--- src/rtl/mul_div_unit.sv ---
// mul_div_unit: multi-cycle signed multiply / divide unit.
// Operand a comes from the Y register and operand b from the bus. The unit
// produces a 2*WIDTH result split into result_hi / result_lo for the Z pair.
// Multiply uses radix-2 Booth recoding, one step per clock. Divide uses
// non-restoring division on magnitudes, one step per clock, followed by a
// single fix-up cycle that restores the remainder and applies signs.
module mul_div_unit #(
    parameter int WIDTH = 32
) (
    input  logic             clock,
    input  logic             clear,
    input  logic             start,
    input  logic             op,
    input  logic [WIDTH-1:0] a,
    input  logic [WIDTH-1:0] b,
    output logic             busy,
    output logic             done,
    output logic [WIDTH-1:0] result_hi,
    output logic [WIDTH-1:0] result_lo,
    output logic             div_by_zero
);

    localparam int CW = (WIDTH > 1) ? $clog2(WIDTH) : 1;

    typedef enum logic [1:0] {
        S_IDLE = 2'd0,
        S_CALC = 2'd1,
        S_FIX  = 2'd2,
        S_DONE = 2'd3
    } state_t;

    state_t            state_reg;
    logic [CW-1:0]     count_reg;
    logic              op_reg;
    logic              a_neg_reg;
    logic              b_neg_reg;
    // Upper working register. For MUL it is the Booth accumulator,
    // sign-extended one bit beyond what the algorithm strictly needs so that
    // a -2^(W-1) multiplicand can never overflow it. For DIV it is the partial
    // remainder, which ranges over (-2|b|, 2|b|) right after the shift.
    logic [WIDTH+1:0]  hi_reg;
    // Lower working register: multiplier bits (MUL) or dividend/quotient (DIV).
    logic [WIDTH-1:0]  lo_reg;
    // Booth Q(-1) bit.
    logic              qm1_reg;
    // Sign-extended multiplicand (MUL) or zero-extended |divisor| (DIV).
    logic [WIDTH:0]    opnd_reg;

    // Operand magnitudes for divide. The most negative value maps onto itself,
    // which read as unsigned is exactly its magnitude.
    logic [WIDTH-1:0]  a_mag;
    logic [WIDTH-1:0]  b_mag;

    // One Booth step.
    logic [WIDTH+1:0]  mul_addend;
    logic [WIDTH+1:0]  mul_sum;
    logic [WIDTH+1:0]  mul_hi_next;
    logic [WIDTH-1:0]  mul_lo_next;
    logic              mul_qm1_next;

    // One non-restoring divide step.
    logic [WIDTH+1:0]  div_dvsr;
    logic [WIDTH+1:0]  div_shift;
    logic [WIDTH+1:0]  div_hi_next;
    logic [WIDTH-1:0]  div_lo_next;

    // Fix-up cycle results.
    logic [WIDTH-1:0]  rem_mag;
    logic [WIDTH-1:0]  quot_out;
    logic [WIDTH-1:0]  rem_out;

    logic              last_step;
    logic              div_zero_req;

    // Operand magnitudes and start-time classification.
    always_comb begin
        a_mag        = a[WIDTH-1] ? (~a + 1'b1) : a;
        b_mag        = b[WIDTH-1] ? (~b + 1'b1) : b;
        div_zero_req = op && (b == '0);
    end

    // Booth step: add/subtract the multiplicand, then arithmetic shift right
    // of {acc, Q, Q-1}.
    always_comb begin
        mul_addend = {opnd_reg[WIDTH], opnd_reg};
        case ({lo_reg[0], qm1_reg})
            2'b01:   mul_sum = hi_reg + mul_addend;
            2'b10:   mul_sum = hi_reg - mul_addend;
            default: mul_sum = hi_reg;
        endcase
        mul_hi_next  = {mul_sum[WIDTH+1], mul_sum[WIDTH+1:1]};
        mul_lo_next  = {mul_sum[0], lo_reg[WIDTH-1:1]};
        mul_qm1_next = lo_reg[0];
    end

    // Non-restoring step: shift {rem, quot} left, subtract the divisor when the
    // remainder is non-negative or add it back when negative, and record the
    // new quotient bit as the inverse of the remainder sign.
    always_comb begin
        div_dvsr  = {1'b0, opnd_reg};
        // The remainder always fits in WIDTH+1 signed bits before the shift,
        // so dropping the top bit here loses nothing.
        div_shift = {hi_reg[WIDTH:0], lo_reg[WIDTH-1]};
        if (hi_reg[WIDTH+1]) begin
            div_hi_next = div_shift + div_dvsr;
        end else begin
            div_hi_next = div_shift - div_dvsr;
        end
        div_lo_next = {lo_reg[WIDTH-2:0], ~div_hi_next[WIDTH+1]};
    end

    // Fix-up: restore a negative final remainder, then apply the signs so the
    // quotient truncates toward zero and the remainder follows the dividend.
    always_comb begin
        rem_mag  = WIDTH'(hi_reg[WIDTH+1] ? (hi_reg + div_dvsr) : hi_reg);
        quot_out = (a_neg_reg ^ b_neg_reg) ? (~lo_reg + 1'b1) : lo_reg;
        rem_out  = a_neg_reg ? (~rem_mag + 1'b1) : rem_mag;
    end

    assign last_step = (count_reg == CW'(WIDTH - 1));

    // Control FSM and datapath registers; all outputs are registered here.
    always_ff @(posedge clock) begin
        if (clear) begin
            state_reg   <= S_IDLE;
            count_reg   <= '0;
            op_reg      <= 1'b0;
            a_neg_reg   <= 1'b0;
            b_neg_reg   <= 1'b0;
            hi_reg      <= '0;
            lo_reg      <= '0;
            qm1_reg     <= 1'b0;
            opnd_reg    <= '0;
            busy        <= 1'b0;
            done        <= 1'b0;
            result_hi   <= '0;
            result_lo   <= '0;
            div_by_zero <= 1'b0;
        end else begin
            case (state_reg)
                S_IDLE, S_DONE: begin
                    done <= 1'b0;
                    if (start) begin
                        op_reg      <= op;
                        a_neg_reg   <= a[WIDTH-1];
                        b_neg_reg   <= b[WIDTH-1];
                        count_reg   <= '0;
                        div_by_zero <= 1'b0;
                        qm1_reg     <= 1'b0;
                        hi_reg      <= '0;
                        if (div_zero_req) begin
                            // No iterations: report straight away.
                            result_hi   <= a;
                            result_lo   <= '1;
                            div_by_zero <= 1'b1;
                            done        <= 1'b1;
                            busy        <= 1'b0;
                            state_reg   <= S_DONE;
                        end else begin
                            if (op) begin
                                lo_reg   <= a_mag;
                                opnd_reg <= {1'b0, b_mag};
                            end else begin
                                lo_reg   <= b;
                                opnd_reg <= {a[WIDTH-1], a};
                            end
                            busy      <= 1'b1;
                            state_reg <= S_CALC;
                        end
                    end else begin
                        state_reg <= S_IDLE;
                    end
                end

                S_CALC: begin
                    if (op_reg) begin
                        hi_reg <= div_hi_next;
                        lo_reg <= div_lo_next;
                    end else begin
                        hi_reg  <= mul_hi_next;
                        lo_reg  <= mul_lo_next;
                        qm1_reg <= mul_qm1_next;
                    end
                    count_reg <= count_reg + 1'b1;
                    if (last_step) begin
                        state_reg <= S_FIX;
                    end
                end

                S_FIX: begin
                    if (op_reg) begin
                        result_hi <= rem_out;
                        result_lo <= quot_out;
                    end else begin
                        result_hi <= hi_reg[WIDTH-1:0];
                        result_lo <= lo_reg;
                    end
                    busy      <= 1'b0;
                    done      <= 1'b1;
                    state_reg <= S_DONE;
                end

                default: begin
                    state_reg <= S_IDLE;
                end
            endcase
        end
    end

endmodule

--- config.mk ---
export PLATFORM = sky130hd
export DESIGN_NAME = mul_div_unit
export DESIGN_NICKNAME = d
export VERILOG_FILES = /design/src/rtl/mul_div_unit.sv
export SDC_FILE = /design/constraint.sdc
export NUM_CORES = 1
export LEC_CHECK = 0
export CELL_PAD_IN_SITES_DETAIL_PLACEMENT = 1
export CELL_PAD_IN_SITES_GLOBAL_PLACEMENT = 1
export CORE_UTILIZATION = 45
export CTS_CLUSTER_DIAMETER = 30
export DETAILED_ROUTE_END_ITERATION = 8
export GPL_TIMING_DRIVEN = 0
export PLACE_DENSITY_LB_ADDON = 0.1
export RECOVER_POWER = 100
export SLEW_MARGIN = 0
export SYNTH_ARGS = -nofsm -noshare
export SYNTH_HDL_FRONTEND = slang
export SYNTH_SLANG_ARGS = --single-unit
--- constraint.sdc ---
create_clock -name clock -period 7.3 [get_ports clock]
set_input_delay 2.19 -clock clock [delete_from_list [all_inputs] [get_ports clock]]
set_output_delay 2.19 -clock clock [all_outputs]
set_load 0.05 [all_outputs]
==> Word-level counts from Yosys, hierarchy flattened <==
Index checks and enable logic that the tools add are counted.
{ "classes": {"reduce_logical": 13, "n_lt_le_gt_ge": 0, "n_mul": 0, "bitwise": 7, "div": 0, "add_sub_neg": 10, "n_shift": 0, "eq_ne": 11, "n_mux": 39} }
{ "op_table": {"columns": ["cell", "n"], "rows": [
  ["$mux 32", 15],
  ["$pmux 32 s2", 3],
  ["$pmux 34 s2", 2],
  ["$add 32x1->32 const B", 4],
  ["$not 32->32", 4],
  ["$mux 34", 3],
  ["$add 34x33->34", 1],
  ["$add 34x34->34", 1],
  ["$sub 34x33->34", 1],
  ["$sub 34x34->34", 1],
  ["$mux 33", 1],
  ["$add 32x32->32", 1],
  ["$logic_not 32->1", 1],
  ["$reduce_and 3->1", 4],
  ["$ne 2x2->1 const B", 5],
  ["$pmux 5 s2", 1],
  ["$eq 2x2->1 const B", 3],
  ["$mux 1", 6],
  ["$mux 2", 3],
  ["$pmux 1 s2", 3],
  ["$pmux 2 s3", 1],
  ["$reduce_and 2->1", 3],
  ["$add 5x1->5 const B", 1],
  ["$eq 5x5->1 const B", 1],
  ["8 further kinds", 11]
]} }
{ "word_totals": {"word_cells": 94, "regBits": 177, "ramBits": 0, "memories": 0, "latchBits": 0, "mem_bits_ro": 0} }

==> Logic depth before layout (Yosys ltp) <==
Gate-level depths: netlist of the first run.
{ "logic_depth": {"ltp_word": 7, "depth_mapped": 23} }

==> Worst setup path before layout of the first run <==
Ideal clock, no wire load.
{ "synth_timing": {"kind": "in2reg", "start": "input b[0]", "end": "register result_lo[20]", "t_arrival_ps": 5228, "setup_time_ps": 128, "path_stages": 15, "slack_ps": 1945, "required_time_ps": 7172, "n_path_buf": 2, "cell_sequence": "inv_1 ha_1 nand2b_1 or4_1 or2_1 or3_1 or4_4 nor4_2 and2_1 a21o_1 buf_4 nand2_1 clkbuf_1 o22ai_1 nor2_1"} }
{ "synth_between": {"elab_chain_cells": 4} }
{ "synth_rtl": {"columns": ["element", "line", "rtl"], "rows": [
  ["from (decl)", "15", "input logic [WIDTH-1:0] b,"],
  ["$logic_not 32->1", "79", "div_zero_req = op && (b == '0);"],
  ["$logic_and 1x1->1", "79", null],
  ["$ne 2x2->1 (no source line)", null, null],
  ["$reduce_and 3->1 (no source line)", null, null],
  ["to (signal assigned)", "193", "result_lo <= quot_out;"],
  ["to (signal assigned)", "196", "result_lo <= lo_reg;"],
  ["to (decl)", "19", "output logic [WIDTH-1:0] result_lo,"]
]} }
Every way passes these cells.
A chain may end at the register's enable or synchronous reset.

==> Worst setup path in the final report of the first run <==
{ "layout_timing": {"start": "register hi_reg[33]", "end": "register lo_reg[0]"} }
{ "layout_between": {"elab_chain_cells": 4} }
{ "layout_rtl": {"columns": ["element", "line", "rtl"], "rows": [
  ["from (decl)", "41", "logic [WIDTH+1:0] hi_reg;"],
  ["from (signal assigned)", "177", "hi_reg <= div_hi_next;"],
  ["from (signal assigned)", "180", "hi_reg <= mul_hi_next;"],
  ["$mux 34", "104", "if (hi_reg[WIDTH+1]) begin"],
  ["$not 1->1", "109", "div_lo_next = {lo_reg[WIDTH-2:0], ~div_hi_next[WIDTH+1]};"],
  ["$mux 32", "176", "if (op_reg) begin"],
  ["$pmux 32 s2", "140", "case (state_reg)"],
  ["to (signal assigned)", "161", "lo_reg <= a_mag;"],
  ["to (signal assigned)", "178", "lo_reg <= div_lo_next;"],
  ["to (signal assigned)", "181", "lo_reg <= mul_lo_next;"],
  ["to (decl)", "43", "logic [WIDTH-1:0] lo_reg;"]
]} }
Every way passes these cells.

==> impl_metrics.ini, run 1 <==
[outcome]
status = finished, violations left
violations = setup timing

[hold_path]
min_from = count_reg[4]$_SDFFE_PP0P_
hp-class = reg -> reg
hold_depth = 2
holdPathEnd = count_reg[4]$_SDFFE_PP0P_

[cts]
cts_root_buf = clkbuf_16
cts_buffer_depth = 2
clock_sinks = 177
cts_tree = yes
clk_pin_slew_ns = 0.08
htreeDepth = 4
insertion_delay_ns = 0.48
numCtsBuffers = 17
cts_setup_buffers = 0

[detailed_routing]
ant_nets = 0
detail_route.iter0.violations = 2437
drc = 0
dr.pass1.iters = 6
wl_per_cell_um = 27.5
vias = 21800
wl_um = 89100
viasPerCell = 6.74

[timing]
finClkSkew_ns = 0.0115
slew_headroom = 0.130
period_share = 1.00
setup_ws_ns = -0.0244
setup_tns_ns = -0.0244
finalCriticalPeriod_ns = 7.32
drv_slew = 0
tightest_slew_ns = 1.29
setup-violations-final = 1
fmaxAchievable_mhz = 137
grt_setup_unrepaired = false
hold_viol = 0

[synthesis]
synth_area_sq_mm = 0.0184
ys_seq_elements = 177
synth_seq_area_share = 0.193
synth_cells = 2550
ys_types = 87
synth_ff_type = dfxtp_1
synthTopCellsByArea = dfxtp_1 19%, ha_1 7.4%, nor2_1 7.2%
synth_top_area_frac = 0.193
yosysMostFrequentCell = nor2_1
synth_fp_nets = 2729
yosys_warnings = 0
synth_edf_count = 0
async_flop_share = 0
synth_top_cell_by_area = dfxtp_1
avgSynthCellArea_sq_um = 7.20
synth_top_cells_by_count = 352 x nor2_1, 238 x a21oi_1, 203 x nand2_1

[die]
dieArea_sq_mm = 0.0416
die_h_um = 204
core_area_sq_mm = 0.0400
ios = 135
initial_utilization = 0.459
row_count = 73
fp.dieW_um = 204

[placed_design]
gp_congestion = 0.998
placed_area_sq_mm = 0.0203
dp_slack_ns = -2.76
portBuffers = 132
hpwlAfterDp_um = 70300

[finish]
fillers = 5130
design_area_sq_mm = 0.0209
antenna_cells = 0
largest_register_ffs = 34
drive_above_1_share = 0.0314
syn_to_final_growth_pct = 13.7
nets = 2879

[grt]
antenna_found_initial = 2
grt_pass1_wl_um = 132000
grt_max_degree = 20
grt_pass1_vias = 21200
track_usage = 0.419
grt_overflow_total = 0

[setup_path]
cp_data_required_time_ns = 7.63
reg2reg_slack_ns = -0.02
r2r_cells = 20
critPathKind = reg -> reg
r2r-end = lo_reg[0]$_SDFFE_PP0P_
cp_max_fo = 19
end_kind = flop
critical_path_arrival_ns = 7.65
r2r-start = hi_reg[33]$_SDFFE_PP0P_
startpoint_type = flop

[run]
drv_cap = 0

[pwr]
ir_worst_vdd_mv = 0.202
leakagePower_nw = 8.09
power_density_mw_per_mm2 = 356
-- cell usage in the layout, fill, tap and decap left out, types with 9 or more instances in the layout --
cell type and instances:
o41ai_1 15, o21bai_1 11, nor4_1 24, a311oi_1 25, o21ai_0 162, o21a_1 30
a211o_1 10, clkdlybuf4s50_1 62, and3_1 23, nand4_1 15, a31oi_1 22, or3_1 28
o211ai_1 28, clkbuf_1 148, xnor2_1 104, mux2i_1 62, ha_1 108, a21oi_1 239
dlygate4sd3_1 70, nand2_1 203, nor2b_1 25, inv_1 47, and4_1 9, nand3_1 45
and2_1 16, o22ai_1 18, or4_1 21, nor3_1 52, clkbuf_16 17, a211oi_1 98
o31ai_1 32, nand2b_1 25, xor2_1 132, a21o_1 61, dfxtp_1 177, nor2_1 352
-- through the flow --
step	cells	power (mW)	hold slack, ns	util
2_1_floorplan	2550	4.78	0.436	-
3_3_place_gp	3207	6.20	0.450	0.509
3_5_place_dp	3207	6.36	0.458	0.509
4_1_cts	3236	7.28	0.468	0.523
5_1_grt	3236	7.82	0.485	0.522
6_report	3236	7.44	0.472	0.522
-- where the power goes --
group          switching (mW)  internal (mW)
clock network           0.456          0.441
logic                    3.40           1.70
registers               0.281           1.17
-- layout make-up --
type / count / area (sq um) / area share
sequential: 177 / 3540 / 0.170
clock buffer: 18 / 439 / 0.0210
timing repair buffer: 132 / 1320 / 0.0633
inverter: 49 / 184 / 0.00881
clock inverter: 12 / 87.6 / 0.00419
tap: 525 / 657 / 0.0315
buffer: 171 / 676 / 0.0324
multi-input combinational: 2152 / 14000 / 0.669
-- critical path, cell delays in order (launching register included) --
cell and delay, ns:
dfxtp_1 0.55, clkbuf_2 0.42, buf_2 0.42, clkbuf_2 0.43, clkbuf_4 0.47, clkbuf_2 0.48
buf_2 0.40, nor2_1 0.11, xor2_1 0.16, ha_1 0.35, a21o_1 0.20, a21oi_1 0.23
a21oi_1 0.19, o41ai_2 0.55, o21ai_1 0.34, a221oi_2 0.44, o21ai_0 0.35, a41oi_2 0.46
o2111ai_1 0.29, nand3_1 0.19, o31ai_1 0.08
-- cell families (layout without fill, tap and decap cells) --
kind of cell	count (synthesis)	after routing	synth area share
flops	177	177	0.193
fa+ha+maj	111	111	0.0768
buf+inv	221	382	0.0470
compound gates	857	857	0.307
xor+xnor	236	236	0.113
mux	70	70	0.0387
simple gates	878	878	0.226
-- timing repair --
action	CTS	global route
resized for setup	12	4
endpoints found under the setup margin	29	3
hold buffers	0	0
-- worst max path at each step --
stage                             startpoint                         end  depth (start not counted)  slack (ns)
floorplan                               b[0]  result_lo[20]$_SDFFE_PP0P_                         15        1.94
global placement     hi_reg[33]$_SDFFE_PP0P_      lo_reg[0]$_SDFFE_PP0P_                         21       -2.75
detailed placement   hi_reg[33]$_SDFFE_PP0P_      lo_reg[0]$_SDFFE_PP0P_                         21       -2.76
CTS                  hi_reg[33]$_SDFFE_PP0P_      lo_reg[0]$_SDFFE_PP0P_                         20        0.15
global route        opnd_reg[0]$_SDFFE_PP0P_     hi_reg[33]$_SDFFE_PP0P_                         21        0.01
finish               hi_reg[33]$_SDFFE_PP0P_      lo_reg[0]$_SDFFE_PP0P_                         20       -0.02
-- routing by layer --
layer	part of all wire	wire [um]	vias up	track usage
li1	-	-	9646	-
met1	0.43	38300	10800	0.575
met4	0.052	4610	2	0.198
met5	0.00012	11	-	0
met3	0.092	8160	227	0.0791
met2	0.43	38000	1122	0.629
Note: power is estimated with default switching activity, not from simulation.
==> inputs of run 2 (changes only) <==
==> constraint.sdc (replaced) <==
create_clock -name clock -period 7.3 [get_ports clock]
set_input_delay 0.73 -clock clock [delete_from_list [all_inputs] [get_ports clock]]
set_output_delay 0.73 -clock clock [all_outputs]
set_load 0.05 [all_outputs]
==> run 2 against run 1 <==
Compared with the run above: the run still ends with setup timing left; clock-buffer cell count unchanged; sequential cell count is the same; power down 0.13%; final cell count stayed put; critical path type unchanged; die area unchanged; global-route usage unchanged; worst hold slack improved by 0.0071 ns; combinational power barely moved; routed wire length is essentially flat; sequential share of layout area hardly changed; setup slack got worse by 0.070 ns; clock skew rose by 0.00052 ns.
==> impl_metrics.ini, run 2 (synthesis results as in run 1) <==
[outcome]
status = finished, violations left
violations = setup timing

[hold_path]
hp-class = reg -> reg

[timing]
fmaxAchievable_mhz = 135
setup-violations-final = 2
finClkSkew_ns = 0.0120
period_share = 1.01
grt_setup_unrepaired = false
slew_headroom = 0.137
drv_slew = 0
hold_viol = 0
finalCriticalPeriod_ns = 7.39
tightest_slew_ns = 1.28
setup_ws_ns = -0.0943

[setup_path]
crit_path_top_delay_cell = o41ai_2
cp_data_required_time_ns = 7.63
cp_max_fo = 19
cpPeakStageDelay_ns = 0.57
critical_path_arrival_ns = 7.72
crit_top_cell = clkbuf_2
crit_family = compound AO/OA/AOI/OAI gates
startpoint_type = flop
path_cells = clkbuf_2, buf_2, clkbuf_2, clkbuf_4, clkbuf_2, buf_2, nor2_1, xor2_1, ha_1, a21o_1, a21oi_1, a21oi_1, o41ai_2, o21ai_1, a221oi_2, o21ai_0, a41oi_2, o2111ai_1, nand3_1, o31ai_1
critPathKind = reg -> reg
end_kind = flop
critPathBufInv = 6

[grt]
grt_max_degree = 20
grt_pass1_wl_um = 132000
grt_pass1_vias = 21200
track_usage = 0.419
antenna_found_initial = 2
grt_overflow_total = 0

[cts]
htreeDepth = 4
insertion_delay_ns = 0.48
numCtsBuffers = 17
ctsHoldBuffers = 0
cts_buffer_depth = 2
clk_pin_slew_ns = 0.08
cts_tree = yes
clock_sinks = 177
cts_root_buf = clkbuf_16

[detailed_routing]
dr.pass1.iters = 6
drt-met1-wl_um = 37900
viasPerCell = 6.74
drc = 0
wl_um = 89100
wl_met3_um = 8540
detail_route.iter0.violations = 2424
wl_met2_um = 37900
vias = 21800
wl_per_cell_um = 27.5
ant_nets = 0
top_layer = met5

[pwr]
p_switching_mw = 4.13
seq_power_share = 0.195
power_density_mw_per_mm2 = 356
internal_power_mw = 3.30
clockPowerShare = 0.121
ir_worst_vdd_mv = 0.203
leakagePower_nw = 8.07
p_comb_frac = 0.684
switching_share = 0.556

[finish]
antenna_cells = 0
utilization = 0.521
final_cell_mix = 352 x nor2_1, 239 x a21oi_1, 203 x nand2_1
drive_above_1_share = 0.0291
largest_register_ffs = 34
layout_commonest_cell = nor2_1
nets = 2879
design_area_sq_mm = 0.0209
syn_to_final_growth_pct = 13.5

[run]
drv_cap = 0

[die]
row_count = 73
die_h_um = 204
dieArea_sq_mm = 0.0416
ios = 135
fp.dieW_um = 204
initial_utilization = 0.459
core_area_sq_mm = 0.0400

[placed_design]
placed_area_sq_mm = 0.0203
portBuffers = 132
gp_congestion = 0.998
hpwlAfterDp_um = 70300
==> run 2: cell count changes in the layout (fill, tap and decap cells not counted), sizes merged <==
cell,before,now
clkbuf,171,176
dlygate4sd3,70,69
buf,18,13
clkdlybuf4s50,62,63
==> run 2: worst reg2reg max path, delay by kind of cell, from the launching register on <==
kind / cells / cell delay [ns]
compound gates: 10 / 3.19
buf+inv: 6 / 2.70
flops: 1 / 0.55
fa+ha+maj: 1 / 0.35
simple gates: 2 / 0.31
xor+xnor: 1 / 0.16
==> run 2: cell type report <==
class	instances	area, sq um
timing repair buffer	132	1320
clock buffer	18	439
multi-input combinational	2152	14000
inverter	49	184
tap	525	657
sequential	177	3540
fill	5129	19200
clock inverter	12	87.6
buffer	171	663
==> run 2: repair_timing <==
action,in CTS,in global routing
setup buffers,0,0
gates resized for setup,12,4
endpoints found under the setup margin,29,3
==> run 2: path summary, 6_finish.rpt <==
path                             startpoint                        end  slack (ns)  depth (start not counted)
setup / recovery    hi_reg[33]$_SDFFE_PP0P_     lo_reg[0]$_SDFFE_PP0P_       -0.09                         20
hold / removal    result_hi[5]$_SDFFE_PP0P_  result_hi[5]$_SDFFE_PP0P_        0.48                          2
setup reg to reg    hi_reg[33]$_SDFFE_PP0P_     lo_reg[0]$_SDFFE_PP0P_       -0.09                         20
hold reg to reg   result_hi[5]$_SDFFE_PP0P_  result_hi[5]$_SDFFE_PP0P_        0.48                          2
==> run 2: stage by stage <==
stage                     instances  hold slack, ns  setup slack [ns]  setup TNS, ns  total power, mW
after floorplan                2550           0.436              2.01              0             4.78
after global placement         3207           0.450             -2.75         -32.76             6.20
after detailed placement       3207           0.458             -2.76         -34.29             6.36
after CTS                      3236           0.468             0.150              0             7.28
after global routing           3236           0.485            0.0111              0             7.81
final                          3236           0.479           -0.0943         -0.129             7.43
==> run 2: routing by layer <==
layer | vias to the layer above | global-route usage
met5 | - | 0
met3 | 240 | 0.0791
met4 | 2 | 0.198
met1 | 10700 | 0.575
met2 | 1190 | 0.629
li1 | 9651 | -
==> run 2: power groups by stage <==
| stage | clock [mW] | sequential [mW] | combinational, mW |
|---|---|---|---|
| after floorplan | 0 | 1.59 | 3.20 |
| after global placement | 0 | 1.45 | 4.75 |
| after detailed placement | 0 | 1.46 | 4.91 |
| after CTS | 0.887 | 1.44 | 4.96 |
| after global routing | 0.940 | 1.46 | 5.41 |
| final | 0.897 | 1.45 | 5.09 |
